==> config.mk <==
export PLATFORM = sky130hd
export DESIGN_NAME = spi_rx_reader
export DESIGN_NICKNAME = d
export VERILOG_FILES = /design/src/rtl/spi_rx_pkg.sv /design/src/rtl/spi_rx_fifo.sv /design/src/rtl/spi_rx_reader.sv
export SDC_FILE = /design/constraint.sdc
export NUM_CORES = 1
export LEC_CHECK = 0
export ABC_AREA = 1
export BUFFER_PORTS_ARGS = -buffer_cell sky130_fd_sc_hd__buf_2
export CORE_UTILIZATION = 56
export DETAILED_ROUTE_END_ITERATION = 10
export PLACE_DENSITY = 0.79
export SETUP_SLACK_MARGIN = 0.15
export SYNTH_ARGS = -nofsm -noshare
export SYNTH_HDL_FRONTEND = slang
export SYNTH_SLANG_ARGS = --single-unit
==> constraint.sdc <==
create_clock -name clk -period 1.65 [get_ports clk]
set_input_delay 0.33 -clock clk [delete_from_list [all_inputs] [get_ports clk]]
set_output_delay 0.33 -clock clk [all_outputs]
set_load 0.01 [all_outputs]
==> src/rtl/spi_rx_pkg.sv <==
`default_nettype none
// ============================================================================
//  Module      : spi_rx_pkg
//  Description : Shared types and constants for the uAlfat SPI byte reader:
//                transfer state encoding, output FIFO depth and the dummy
//                byte clocked out on MOSI while reading.
//  Revision    : 1.0  initial release
// ============================================================================
package spi_rx_pkg;

    // Transfer sequencer states
    typedef enum logic [2:0] {
        IDLE      = 3'd0,
        SEL_SETUP = 3'd1,
        SHIFT     = 3'd2,
        SEL_HOLD  = 3'd3,
        GAP       = 3'd4
    } spi_state_t;

    // Entries in the output store when the FIFO build option is enabled
    localparam int c_FIFO_DEPTH = 4;

    // Byte presented on MOSI during reads; the uAlfat ignores it
    localparam logic [7:0] c_DUMMY_BYTE = 8'h00;

endpackage : spi_rx_pkg
`default_nettype wire

==> src/rtl/spi_rx_fifo.sv <==
`default_nettype none
// ============================================================================
//  Module      : spi_rx_fifo
//  Description : Output store for received bytes. DEPTH=1 builds a single
//                holding register; larger depths build a circular FIFO.
//                Push and pop in the same cycle both take effect.
//  Revision    : 1.0  initial release
// ============================================================================
module spi_rx_fifo
    import spi_rx_pkg::*;
#(
    parameter int DEPTH = 1,
    parameter int WIDTH = 8
) (
    input  logic             clk,
    input  logic             rst,
    input  logic             push,
    input  logic [WIDTH-1:0] push_data,
    input  logic             pop,
    output logic [WIDTH-1:0] rd_data,
    output logic             valid,
    output logic             full
);

    logic             w_valid;
    logic             w_full;
    logic [WIDTH-1:0] w_rd_data;
    logic             w_do_pop;
    logic             w_do_push;

    // A pop needs data present; a push is accepted when there is room or when
    // the head leaves in the same cycle
    assign w_do_pop  = pop && w_valid;
    assign w_do_push = push && (!w_full || w_do_pop);

    generate
        if (DEPTH == 1) begin : g_single
            logic [WIDTH-1:0] r_data;
            logic             r_valid;

            // Single holding register with a valid flag
            always_ff @(posedge clk) begin
                if (rst) begin
                    r_data  <= '0;
                    r_valid <= 1'b0;
                end else begin
                    if (w_do_push) begin
                        r_data <= push_data;
                    end
                    if (w_do_push) begin
                        r_valid <= 1'b1;
                    end else if (w_do_pop) begin
                        r_valid <= 1'b0;
                    end
                end
            end

            assign w_rd_data = r_data;
            assign w_valid   = r_valid;
            assign w_full    = r_valid;
        end else begin : g_multi
            localparam int c_PTR_W = $clog2(DEPTH);
            localparam int c_CNT_W = $clog2(DEPTH + 1);

            logic [WIDTH-1:0]   r_mem [DEPTH];
            logic [c_PTR_W-1:0] r_wr_ptr;
            logic [c_PTR_W-1:0] r_rd_ptr;
            logic [c_CNT_W-1:0] r_count;

            // Circular buffer with separate read/write pointers and occupancy
            always_ff @(posedge clk) begin
                if (rst) begin
                    for (int i = 0; i < DEPTH; i++) begin
                        r_mem[i] <= '0;
                    end
                    r_wr_ptr <= '0;
                    r_rd_ptr <= '0;
                    r_count  <= '0;
                end else begin
                    if (w_do_push) begin
                        r_mem[r_wr_ptr] <= push_data;
                        r_wr_ptr <= (r_wr_ptr == c_PTR_W'(DEPTH - 1)) ? '0 : r_wr_ptr + 1'b1;
                    end
                    if (w_do_pop) begin
                        r_rd_ptr <= (r_rd_ptr == c_PTR_W'(DEPTH - 1)) ? '0 : r_rd_ptr + 1'b1;
                    end
                    if (w_do_push && !w_do_pop) begin
                        r_count <= r_count + 1'b1;
                    end else if (w_do_pop && !w_do_push) begin
                        r_count <= r_count - 1'b1;
                    end
                end
            end

            assign w_rd_data = r_mem[r_rd_ptr];
            assign w_valid   = (r_count != '0);
            assign w_full    = (r_count == c_CNT_W'(DEPTH));
        end
    endgenerate

    assign rd_data = w_rd_data;
    assign valid   = w_valid;
    assign full    = w_full;

endmodule : spi_rx_fifo
`default_nettype wire

==> src/rtl/spi_rx_reader.sv <==
`default_nettype none
// ============================================================================
//  Module      : spi_rx_reader
//  Description : SPI mode-3 master that reads single bytes from a uAlfat
//                whenever it signals data ready, and hands them to a
//                valid/ready consumer through an output store.
//                Build option SPI_RX_FIFO_EN: 4-entry output FIFO instead of
//                a single holding register.
//  Revision    : 1.0  initial release
// ============================================================================
module spi_rx_reader
    import spi_rx_pkg::*;
#(
    parameter int CLK_DIV = 4
) (
    input  logic        clk,
    input  logic        rst,
    input  logic        SPI_DATARDY,
    input  logic        SPI_BUSY,
    input  logic        SPI_MISO,
    input  logic        stop,
    output logic        spi_sck,
    output logic        SPI_SSEL,
    output logic        SPI_MOSI,
    output logic [7:0]  dout_byte,
    output logic        dout_valid,
    input  logic        dout_ready,
    output logic [15:0] rx_count
);

`ifdef SPI_RX_FIFO_EN
    localparam int c_STORE_DEPTH = c_FIFO_DEPTH;
`else
    localparam int c_STORE_DEPTH = 1;
`endif

    localparam logic [7:0] c_DIV_LAST = 8'(CLK_DIV - 1);

    spi_state_t  r_state;
    logic [7:0]  r_div;
    logic [2:0]  r_bit_cnt;
    logic [7:0]  r_shift;
    logic        r_sck;
    logic        r_ssel;
    logic [15:0] r_rx_count;

    logic        w_div_done;
    logic        w_push;
    logic        w_full;

    assign w_div_done = (r_div == c_DIV_LAST);
    // The byte is complete on the last cycle of the select-hold phase
    assign w_push     = (r_state == SEL_HOLD) && w_div_done;

    // Transfer sequencer: owns the divider, bit counter, shifter and the
    // registered SCK/SSEL pins so they always change together with the state
    always_ff @(posedge clk) begin
        if (rst) begin
            r_state    <= IDLE;
            r_div      <= '0;
            r_bit_cnt  <= '0;
            r_shift    <= '0;
            r_sck      <= 1'b1;
            r_ssel     <= 1'b1;
            r_rx_count <= '0;
        end else begin
            case (r_state)
                IDLE: begin
                    r_div <= '0;
                    if (SPI_DATARDY && !SPI_BUSY && !stop && !w_full) begin
                        r_state <= SEL_SETUP;
                        r_ssel  <= 1'b0;
                    end
                end
                SEL_SETUP: begin
                    if (w_div_done) begin
                        r_state   <= SHIFT;
                        r_sck     <= 1'b0;
                        r_div     <= '0;
                        r_bit_cnt <= '0;
                    end else begin
                        r_div <= r_div + 1'b1;
                    end
                end
                SHIFT: begin
                    if (w_div_done) begin
                        r_div <= '0;
                        if (!r_sck) begin
                            // Rising SCK edge: the slave's bit has been stable
                            // for the whole low phase
                            r_sck   <= 1'b1;
                            r_shift <= {r_shift[6:0], SPI_MISO};
                        end else if (r_bit_cnt == 3'd7) begin
                            r_state <= SEL_HOLD;
                        end else begin
                            r_sck     <= 1'b0;
                            r_bit_cnt <= r_bit_cnt + 1'b1;
                        end
                    end else begin
                        r_div <= r_div + 1'b1;
                    end
                end
                SEL_HOLD: begin
                    if (w_div_done) begin
                        r_state    <= GAP;
                        r_ssel     <= 1'b1;
                        r_div      <= '0;
                        r_rx_count <= r_rx_count + 1'b1;
                    end else begin
                        r_div <= r_div + 1'b1;
                    end
                end
                GAP: begin
                    if (w_div_done) begin
                        r_state <= IDLE;
                        r_div   <= '0;
                    end else begin
                        r_div <= r_div + 1'b1;
                    end
                end
                default: begin
                    r_state <= IDLE;
                    r_div   <= '0;
                    r_sck   <= 1'b1;
                    r_ssel  <= 1'b1;
                end
            endcase
        end
    end

    spi_rx_fifo #(
        .DEPTH (c_STORE_DEPTH),
        .WIDTH (8)
    ) u_store (
        .clk       (clk),
        .rst       (rst),
        .push      (w_push),
        .push_data (r_shift),
        .pop       (dout_ready),
        .rd_data   (dout_byte),
        .valid     (dout_valid),
        .full      (w_full)
    );

    assign spi_sck  = r_sck;
    assign SPI_SSEL = r_ssel;
    assign SPI_MOSI = c_DUMMY_BYTE[7];
    assign rx_count = r_rx_count;

endmodule : spi_rx_reader
`default_nettype wire

==> results.md, run 1 <==
| Stage | Parameter | This run |
|---|---|---|
| sta | Post-layout min period | 1514 ps |
| logic synthesis | Cell taking the most area after synthesis | sky130_fd_sc_hd__dfxtp_1 |
| detailed routing | Routed via count divided by cell count | 5.173 |
| grt | Global routing usage summed across all routing layers | 0.2595 |
| detailed routing | Number of search-and-repair iterations in the first detailed-routing pass | 4 |
| clock tree | Buffer depth of the longest clock path | 2 |
| pwr | Switching power share of the total | 0.3159 |
| worst setup path | Critical path startpoint category | register |
| clock tree | CTS root buffer | sky130_fd_sc_hd__clkbuf_8 |
| floorplan | Number of core rows | 23 |
| job | Number of maximum-capacitance violations | 0 |
| worst setup path | Beginning of the critical path | r_div[1] |
| logic synthesis | Top post-synthesis cells by area | sky130_fd_sc_hd__dfxtp_1 (42%), sky130_fd_sc_hd__nand2_1 (15%), sky130_fd_sc_hd__nor2_1 (10%), sky130_fd_sc_hd__nand3_1 (6.2%), sky130_fd_sc_hd__a21oi_1 (5.3%) |
| clock tree | TritonCTS clock tree | built |
| worst setup path | Signal arrival time at the worst endpoint | 1760 ps |
| grt | Pin count of the biggest net entering global routing | 20 |
| sta | Fin. max-slew vios | 0 |
| floorplan | Die height | 66.83 um |
| floorplan | Die width | 66.83 um |
| sta | Tightest hold margin | 259.5 ps |
| logic synthesis | Post-synth EDFFs | 0 |
| sta | Setup-failing EPs final | 0 |
| logic synthesis | Count of unique library cells instantiated by Yosys | 27 |
| logic synthesis | Dominant synthesized flop cell | sky130_fd_sc_hd__dfxtp_1 |
| clock tree | CTS H-tree lvls | 2 |
| placed design | DPL Wire Length | 3638 um |
| pwr | Leakage dissipation | 1.284 nW |
| sta | Setup skew after layout | 11.40 ps |
| worst setup path | Endpoint of the most critical setup path | u_store.rd_data[1] |
| worst setup path | Destination of the worst register-to-register timing path | u_store.rd_data[1] |
| grt | Antenna violations before repair | 0 |
| worst setup path | Slowest CP cell | sky130_fd_sc_hd__dfxtp_2 |
| logic synthesis | Mapped cell area | 2354 um^2 |
| logic synthesis | Synthesized netlist cell count | 349 |
| worst setup path | Data required time at the worst endpoint | 1890 ps |
| worst setup path | Cell class contributing the biggest share of worst-path delay | simple AND/OR/NAND/NOR gates |
| pwr | Clock network power share | 0.282 |
| cells and area | Diodes inserted | 0 |
| worst setup path | Library cell appearing most often on the critical path | sky130_fd_sc_hd__nor2_4 |
| logic synthesis | Number of nets in the synthesized netlist | 360 |
| worst setup path | Worst setup path category | reg -> reg |
| sta | Transition time of the tightest slew-check pin | 538.2 ps |
| placed design | Placer's final routability congestion estimate | 0.8112 |
| worst setup path | Slack of the worst reg-to-reg path | 140 ps |
| sta | Setup TNS | 0 ps |
| worst setup path | Reg-to-reg startpoint | r_div[1] |
| cells and area | Number of nets in the layout | 411 |
| detailed routing | Per-cell routed wire length | 12.26 um |
| sta | Highest clock frequency the design can meet | 660.7 MHz |
| pwr | Max IR drop VDD | 0.0006007 V |
| grt | Vias in the first global route | 2127 |
| worst setup path | Critical path peak fanout | 8 |
| hold path | Tightest Hold Check Type | in -> reg |
| pwr | Net switching power figure | 0.8039 mW |
| floorplan | Overall die area | 4466 um^2 |
| floorplan | Effective utilization at floorplan | 0.5842 |
| logic synthesis | Yosys warning count | 0 |
| detailed routing | Detail Route Antenna Nets | 0 |
| detailed routing | 1st-iter DRT viols | 149 |
| logic synthesis | Proportion of netlist area held by the largest area contributor | 0.4168 |
| sta | Unrepaired setup endpoints after global routing | yes |
| pwr | Int Pwr | 1.741 mW |
| clock tree | Count of hold-fix buffers inserted at cts | 0 |
| cells and area | Most frequent cells in the layout | sky130_fd_sc_hd__nand2_1 (89), sky130_fd_sc_hd__nor2_1 (57), sky130_fd_sc_hd__dfxtp_1 (47) |
| clock tree | Num Clock Sinks | 49 |
| pwr | P per Cell Area | 854.1 nW/um^2 |
| detailed routing | Final routed wirelength across all metal layers | 5531 um |
| pwr | Combinational cell fraction of total power | 0.217 |
| logic synthesis | Share of synthesized area occupied by flip-flops and latches | 0.4168 |
| sta | Remaining max-slew budget at the tightest pin | 0.6403 |
| pwr | Fraction of power consumed by sequential logic | 0.501 |
| worst setup path | Critical Path Max Stage Delay | 360 ps |
| worst setup path | Buffering stage count on the worst path with inverters included | 3 |
| logic synthesis | Asr flop ratio synth | 0 |
| detailed routing | Via count | 2333 |
| placed design | Port Buf Inserts | 33 |
| grt | Gr ovfl total | 0 |
| worst setup path | Capturing element type of the critical path | register |
| sta | Share of the clock period used by the worst path | 0.9174 |
| worst setup path | Critical path, cell by cell | ha_4 -> inv_4 -> nor2_4 -> nand2_2 -> nor2_4 -> nand2_4 -> inv_8 -> buf_8 -> nand3_1 -> a21oi_2 |
| logic synthesis | Mean cell area of the mapped netlist | 6.744 um^2 |
| detailed routing | Drc violations | 0 |
| hold path | Hold Path Cell Cnt | 3 |
| clock tree | Insertion delay to the later sink of the worst-skew pair | 300 ps |
| worst setup path | Worst r2r path cells | 10 |
| sta | Total count of hold-check failures in the final report | 0 |
| floorplan | Area of the core region | 4029 um^2 |
| logic synthesis | Post-synthesis sequential element count | 49 |
| clock tree | Clock buffer count from CTS | 5 |
| cells and area | Most frequent standard cell in the layout excluding fill and tap cells | sky130_fd_sc_hd__nand2_1 |
| cells and area | Area growth from synthesis to layout | 26.58% |
| clock tree | Clock-pin slew on the worst setup and hold paths | 90 ps |
| cells and area | Ratio of cells with drive above 1 in the final layout | 0.2768 |
| run status | Outcome | completed |
| grt | Wire length of the first global-routing pass | 8928 um |
| floorplan | Num ports | 35 |
| worst setup path | Number of gates on the worst path with buffers counted | 10 |
-- stage by stage --
step	cell area (um^2)	worst slack [ps]	std cells	power, mW	util
floorplan	2354	241.2	349	1.667	-
global placement	2595	116.0	432	1.762	0.6441
detailed placement	2595	41.67	432	1.770	0.6441
CTS	2730	150.8	444	2.489	0.6776
global route	2979	22.72	451	2.682	0.7394
finish	2979	136.3	451	2.545	0.7394
-- final cells by class --
cell class	instances	area [um^2]
timing repair buffer	52	337.8
sequential	49	983.4
tap	50	62.56
clock inverter	3	22.52
clock buffer	5	68.82
inverter	32	132.6
fill	333	1050
multi-input combinational	260	1371
-- logic make-up after synthesis --
| group | Yosys count | share of synthesized area |
|---|---|---|
| AND/OR/NAND/NOR | 208 | 0.3759 |
| buffers and inverters | 40 | 0.07177 |
| other | 1 | 0.001593 |
| adder cells (fa/ha/maj) | 4 | 0.02127 |
| AO/OA/AOI/OAI | 41 | 0.09038 |
| XOR/XNOR | 6 | 0.02233 |
| flip-flops | 49 | 0.4168 |
-- tightest hold or removal path, stage by stage --
cell and delay [ps]:
sky130_fd_sc_hd__buf_2 80, sky130_fd_sc_hd__nor2_1 30, sky130_fd_sc_hd__nor2_1 80
-- power by group through the flow --
| stage | Clock (mW) | Sequential (mW) | Combinational (mW) |
|---|---|---|---|
| 3_3_place_gp | 0 | 1.30 | 0.467 |
| 3_5_place_dp | 0 | 1.30 | 0.472 |
| 2_1_floorplan | 0 | 1.30 | 0.370 |
| 5_1_grt | 0.772 | 1.28 | 0.626 |
| 4_1_cts | 0.733 | 1.27 | 0.486 |
| 6_report | 0.717 | 1.27 | 0.553 |
-- per-layer routing --
layer | global-route usage | up-vias | wire [um]
met1 | 0.3218 | 1050 | 2506
met5 | 0 | - | 0
li1 | - | 1216 | -
met2 | 0.4457 | 60 | 2713
met4 | 0.09574 | 0 | 51
met3 | 0.04281 | 7 | 260
-- sequential cells by signal, indices dropped and copies added, names as in the netlist --
| register | cells |
|---|---|
| rx_count | 16 |
| u_store.full | 1 |
| r_shift | 8 |
| u_store.rd_data | 8 |
| SPI_SSEL | 1 |
| r_div | 8 |
| r_bit_cnt | 3 |
| spi_sck | 1 |
| r_state | 3 |
-- repair_timing --
action,4_1_cts,5_1_grt
hold endpoints to repair,0,0
resized for setup,7,60
pin swaps,0,20
cloned,0,0
buffers inserted,4,7
endpoints found under the setup margin,28,38
-- worst min path at each step --
stage	start	to	slack, ps
finish	SPI_MISO	r_shift[0]	260
global placement	SPI_SSEL	SPI_SSEL	440
CTS	SPI_MISO	r_shift[0]	260
floorplan	r_div[0]	r_div[0]	430
detailed placement	u_store.rd_data[3]	u_store.rd_data[3]	450
global route	SPI_MISO	r_shift[0]	260
-- Yosys cell counts, drive strengths merged (4+ instances only) --
master  number
a21oi       25
buf          6
dfxtp       49
ha           4
inv         32
nand2       99
nand3       29
nand4        7
nor2        69
o21ai       15
xor2         5
(Power assumes the default switching activity.)
==> run 2: changes to the inputs <==
- SETUP_SLACK_MARGIN: 0.15 -> 0.1
==> results.md, run 2 (synthesized netlist as in run 1, its figures left out) <==
| Stage | Parameter | This run |
|---|---|---|
| run status | Outcome | completed |
| sta | Post-layout min period | 1494 ps |
| clock tree | Insertion delay to the later sink of the worst-skew pair | 300 ps |
| grt | Antenna violations before repair | 0 |
| placed design | Port Buf Inserts | 33 |
| pwr | Leakage dissipation | 1.237 nW |
| clock tree | Clock buffer count from CTS | 5 |
| cells and area | Finished Cell Area | 2839 um^2 |
| floorplan | Die width | 66.83 um |
| sta | Share of the clock period used by the worst path | 0.9056 |
| worst setup path | Capturing element type of the critical path | register |
| cells and area | Most frequent cells in the layout | sky130_fd_sc_hd__nand2_1 (91), sky130_fd_sc_hd__nor2_1 (61), sky130_fd_sc_hd__dfxtp_1 (47) |
| clock tree | CTS root buffer | sky130_fd_sc_hd__clkbuf_8 |
| worst setup path | Worst setup path category | reg -> reg |
| sta | Unrepaired setup endpoints after global routing | yes |
| clock tree | Clock-pin slew on the worst setup and hold paths | 80 ps |
| clock tree | Num Clock Sinks | 49 |
| worst setup path | Critical path startpoint category | register |
| cells and area | Diodes inserted | 0 |
| sta | Highest clock frequency the design can meet | 669.2 MHz |
| detailed routing | Via count | 2318 |
| clock tree | TritonCTS clock tree | built |
| grt | Wire length of the first global-routing pass | 8887 um |
| grt | Global routing usage summed across all routing layers | 0.2585 |
| worst setup path | Reg-to-reg startpoint | r_div[1] |
| worst setup path | Data required time at the worst endpoint | 1880 ps |
| sta | Setup-failing EPs final | 0 |
| sta | Fin. max-slew vios | 0 |
| clock tree | CTS H-tree lvls | 2 |
| cells and area | Area growth from synthesis to layout | 20.63% |
| grt | Gr ovfl total | 0 |
| floorplan | Overall die area | 4466 um^2 |
| worst setup path | Destination of the worst register-to-register timing path | rx_count[3] |
| sta | Setup TNS | 0 ps |
| worst setup path | Slack of the worst reg-to-reg path | 160 ps |
| floorplan | Number of core rows | 23 |
| detailed routing | Final routed wirelength across all metal layers | 5404 um |
| cells and area | Combined area of the multi-input logic cells | 1292 um^2 |
| cells and area | Ratio of cells with drive above 1 in the final layout | 0.2247 |
| detailed routing | 1st-iter DRT viols | 181 |
| job | Number of maximum-capacitance violations | 0 |
| pwr | P per Cell Area | 878.8 nW/um^2 |
| detailed routing | Drc violations | 0 |
| placed design | Placed instance area | 2595 um^2 |
| pwr | Max IR drop VDD | 0.0005541 V |
| clock tree | Buffer depth of the longest clock path | 2 |
| placed design | DPL Wire Length | 3638 um |
| clock tree | Count of hold-fix buffers inserted at cts | 0 |
| sta | Setup skew after layout | 12.42 ps |
| worst setup path | Worst r2r path cells | 12 |
| floorplan | Die height | 66.83 um |
| cells and area | Number of nets in the layout | 406 |
| detailed routing | Routed via count divided by cell count | 5.197 |
| detailed routing | Per-cell routed wire length | 12.12 um |
| hold path | Worst Hold End | r_shift[0] |
| cells and area | Area taken by flip-flops and latches | 983.4 um^2 |
| sta | Total count of hold-check failures in the final report | 0 |
| detailed routing | Number of search-and-repair iterations in the first detailed-routing pass | 4 |
| floorplan | Effective utilization at floorplan | 0.5842 |
| floorplan | Area of the core region | 4029 um^2 |
| floorplan | Num ports | 35 |
| cells and area | Number of fill cells | 361 |
| placed design | Placer's final routability congestion estimate | 0.8112 |
| worst setup path | Beginning of the critical path | r_div[1] |
| hold path | Hold Path Cell Cnt | 3 |
| worst setup path | Critical path peak fanout | 7 |
| hold path | Hold_sp | SPI_MISO |
| worst setup path | Signal arrival time at the worst endpoint | 1730 ps |
| grt | Vias in the first global route | 2126 |
| hold path | Tightest Hold Check Type | in -> reg |
| grt | Pin count of the biggest net entering global routing | 20 |
| detailed routing | Detail Route Antenna Nets | 0 |
| cells and area | Most frequent standard cell in the layout excluding fill and tap cells | sky130_fd_sc_hd__nand2_1 |
| cells and area | Number of flip-flops in the largest register | 16 |
[run 2: cell types whose count changed in the layout (fill, tap and decap cells not counted), moves of 2 or more]
cell,previous run,this run
sky130_fd_sc_hd__a21oi_1,16,19
sky130_fd_sc_hd__a21oi_2,9,6
sky130_fd_sc_hd__buf_6,6,3
sky130_fd_sc_hd__nand2_1,89,91
sky130_fd_sc_hd__nand2_4,3,1
sky130_fd_sc_hd__nand3_1,23,27
sky130_fd_sc_hd__nand3_2,5,2
sky130_fd_sc_hd__nor2_1,57,61
sky130_fd_sc_hd__nor2_2,7,3
sky130_fd_sc_hd__o21ai_0,7,11
sky130_fd_sc_hd__o21ai_2,4,0
[run 2: layout make-up]
cell class / instances / share of cell area
multi-input combinational: 260 / 0.4553
sequential: 49 / 0.3464
timing repair buffer: 47 / 0.09916
inverter: 32 / 0.04495
clock buffer: 5 / 0.02424
tap: 50 / 0.02204
clock inverter: 3 / 0.007933
[run 2: per-stage QoR]
stage	hold slack (ps)	total power, mW	cells	setup slack, ps	utilization
floorplan	430.3	1.667	349	241.2	-
global placement	442.2	1.762	432	116.0	0.6441
detailed placement	452.5	1.770	432	41.67	0.6441
finish	260.6	2.495	446	155.8	0.7047
CTS	255.1	2.479	443	114.9	0.6739
global route	257.0	2.634	446	30.29	0.7047
[run 2: worst max-delay path by stage]
| stage | end | slack [ps] | cells after the start |
|---|---|---|---|
| 2_1_floorplan | u_store.rd_data[0] | 240 | 10 |
| 3_3_place_gp | u_store.rd_data[1] | 120 | 10 |
| 3_5_place_dp | u_store.rd_data[1] | 40 | 10 |
| 4_1_cts | u_store.rd_data[1] | 110 | 10 |
| 5_1_grt | rx_count[8] | 30 | 7 |
| 6_report | rx_count[3] | 160 | 12 |
[run 2: timing repair]
action / CTS / global route
pin swaps: 0 / 16
resized for setup: 3 / 33
buffers inserted: 3 / 3
setup endpoints to repair: 10 / 38
[run 2: per-layer routing]
metal,wire length [um],share of wire,vias to the layer above,GRT usage
met5,0,0,-,0
met4,51,0.0094,0,0.09574
met2,2572,0.48,47,0.4444
li1,-,-,1201,-
met3,196,0.036,7,0.04281
met1,2583,0.48,1063,0.3197
[run 2: where the power goes]
part	internal [mW]	switching (mW)	leakage, nW
sequential	1.23	0.0424	0.397
clock	0.301	0.414	0.0481
combinational	0.182	0.321	0.793
[run 2: critical path, cell delays in order (launching register included)]
cell	delay, ps
sky130_fd_sc_hd__dfxtp_2	360
sky130_fd_sc_hd__ha_4	150
sky130_fd_sc_hd__inv_4	40
sky130_fd_sc_hd__nor2_4	140
sky130_fd_sc_hd__nand2_2	80
sky130_fd_sc_hd__nor2_4	130
sky130_fd_sc_hd__nand2_2	80
sky130_fd_sc_hd__clkinv_4	90
sky130_fd_sc_hd__buf_6	110
sky130_fd_sc_hd__nand2_4	40
sky130_fd_sc_hd__nand2_2	50
sky130_fd_sc_hd__nand2_1	40
sky130_fd_sc_hd__nor2_1	110
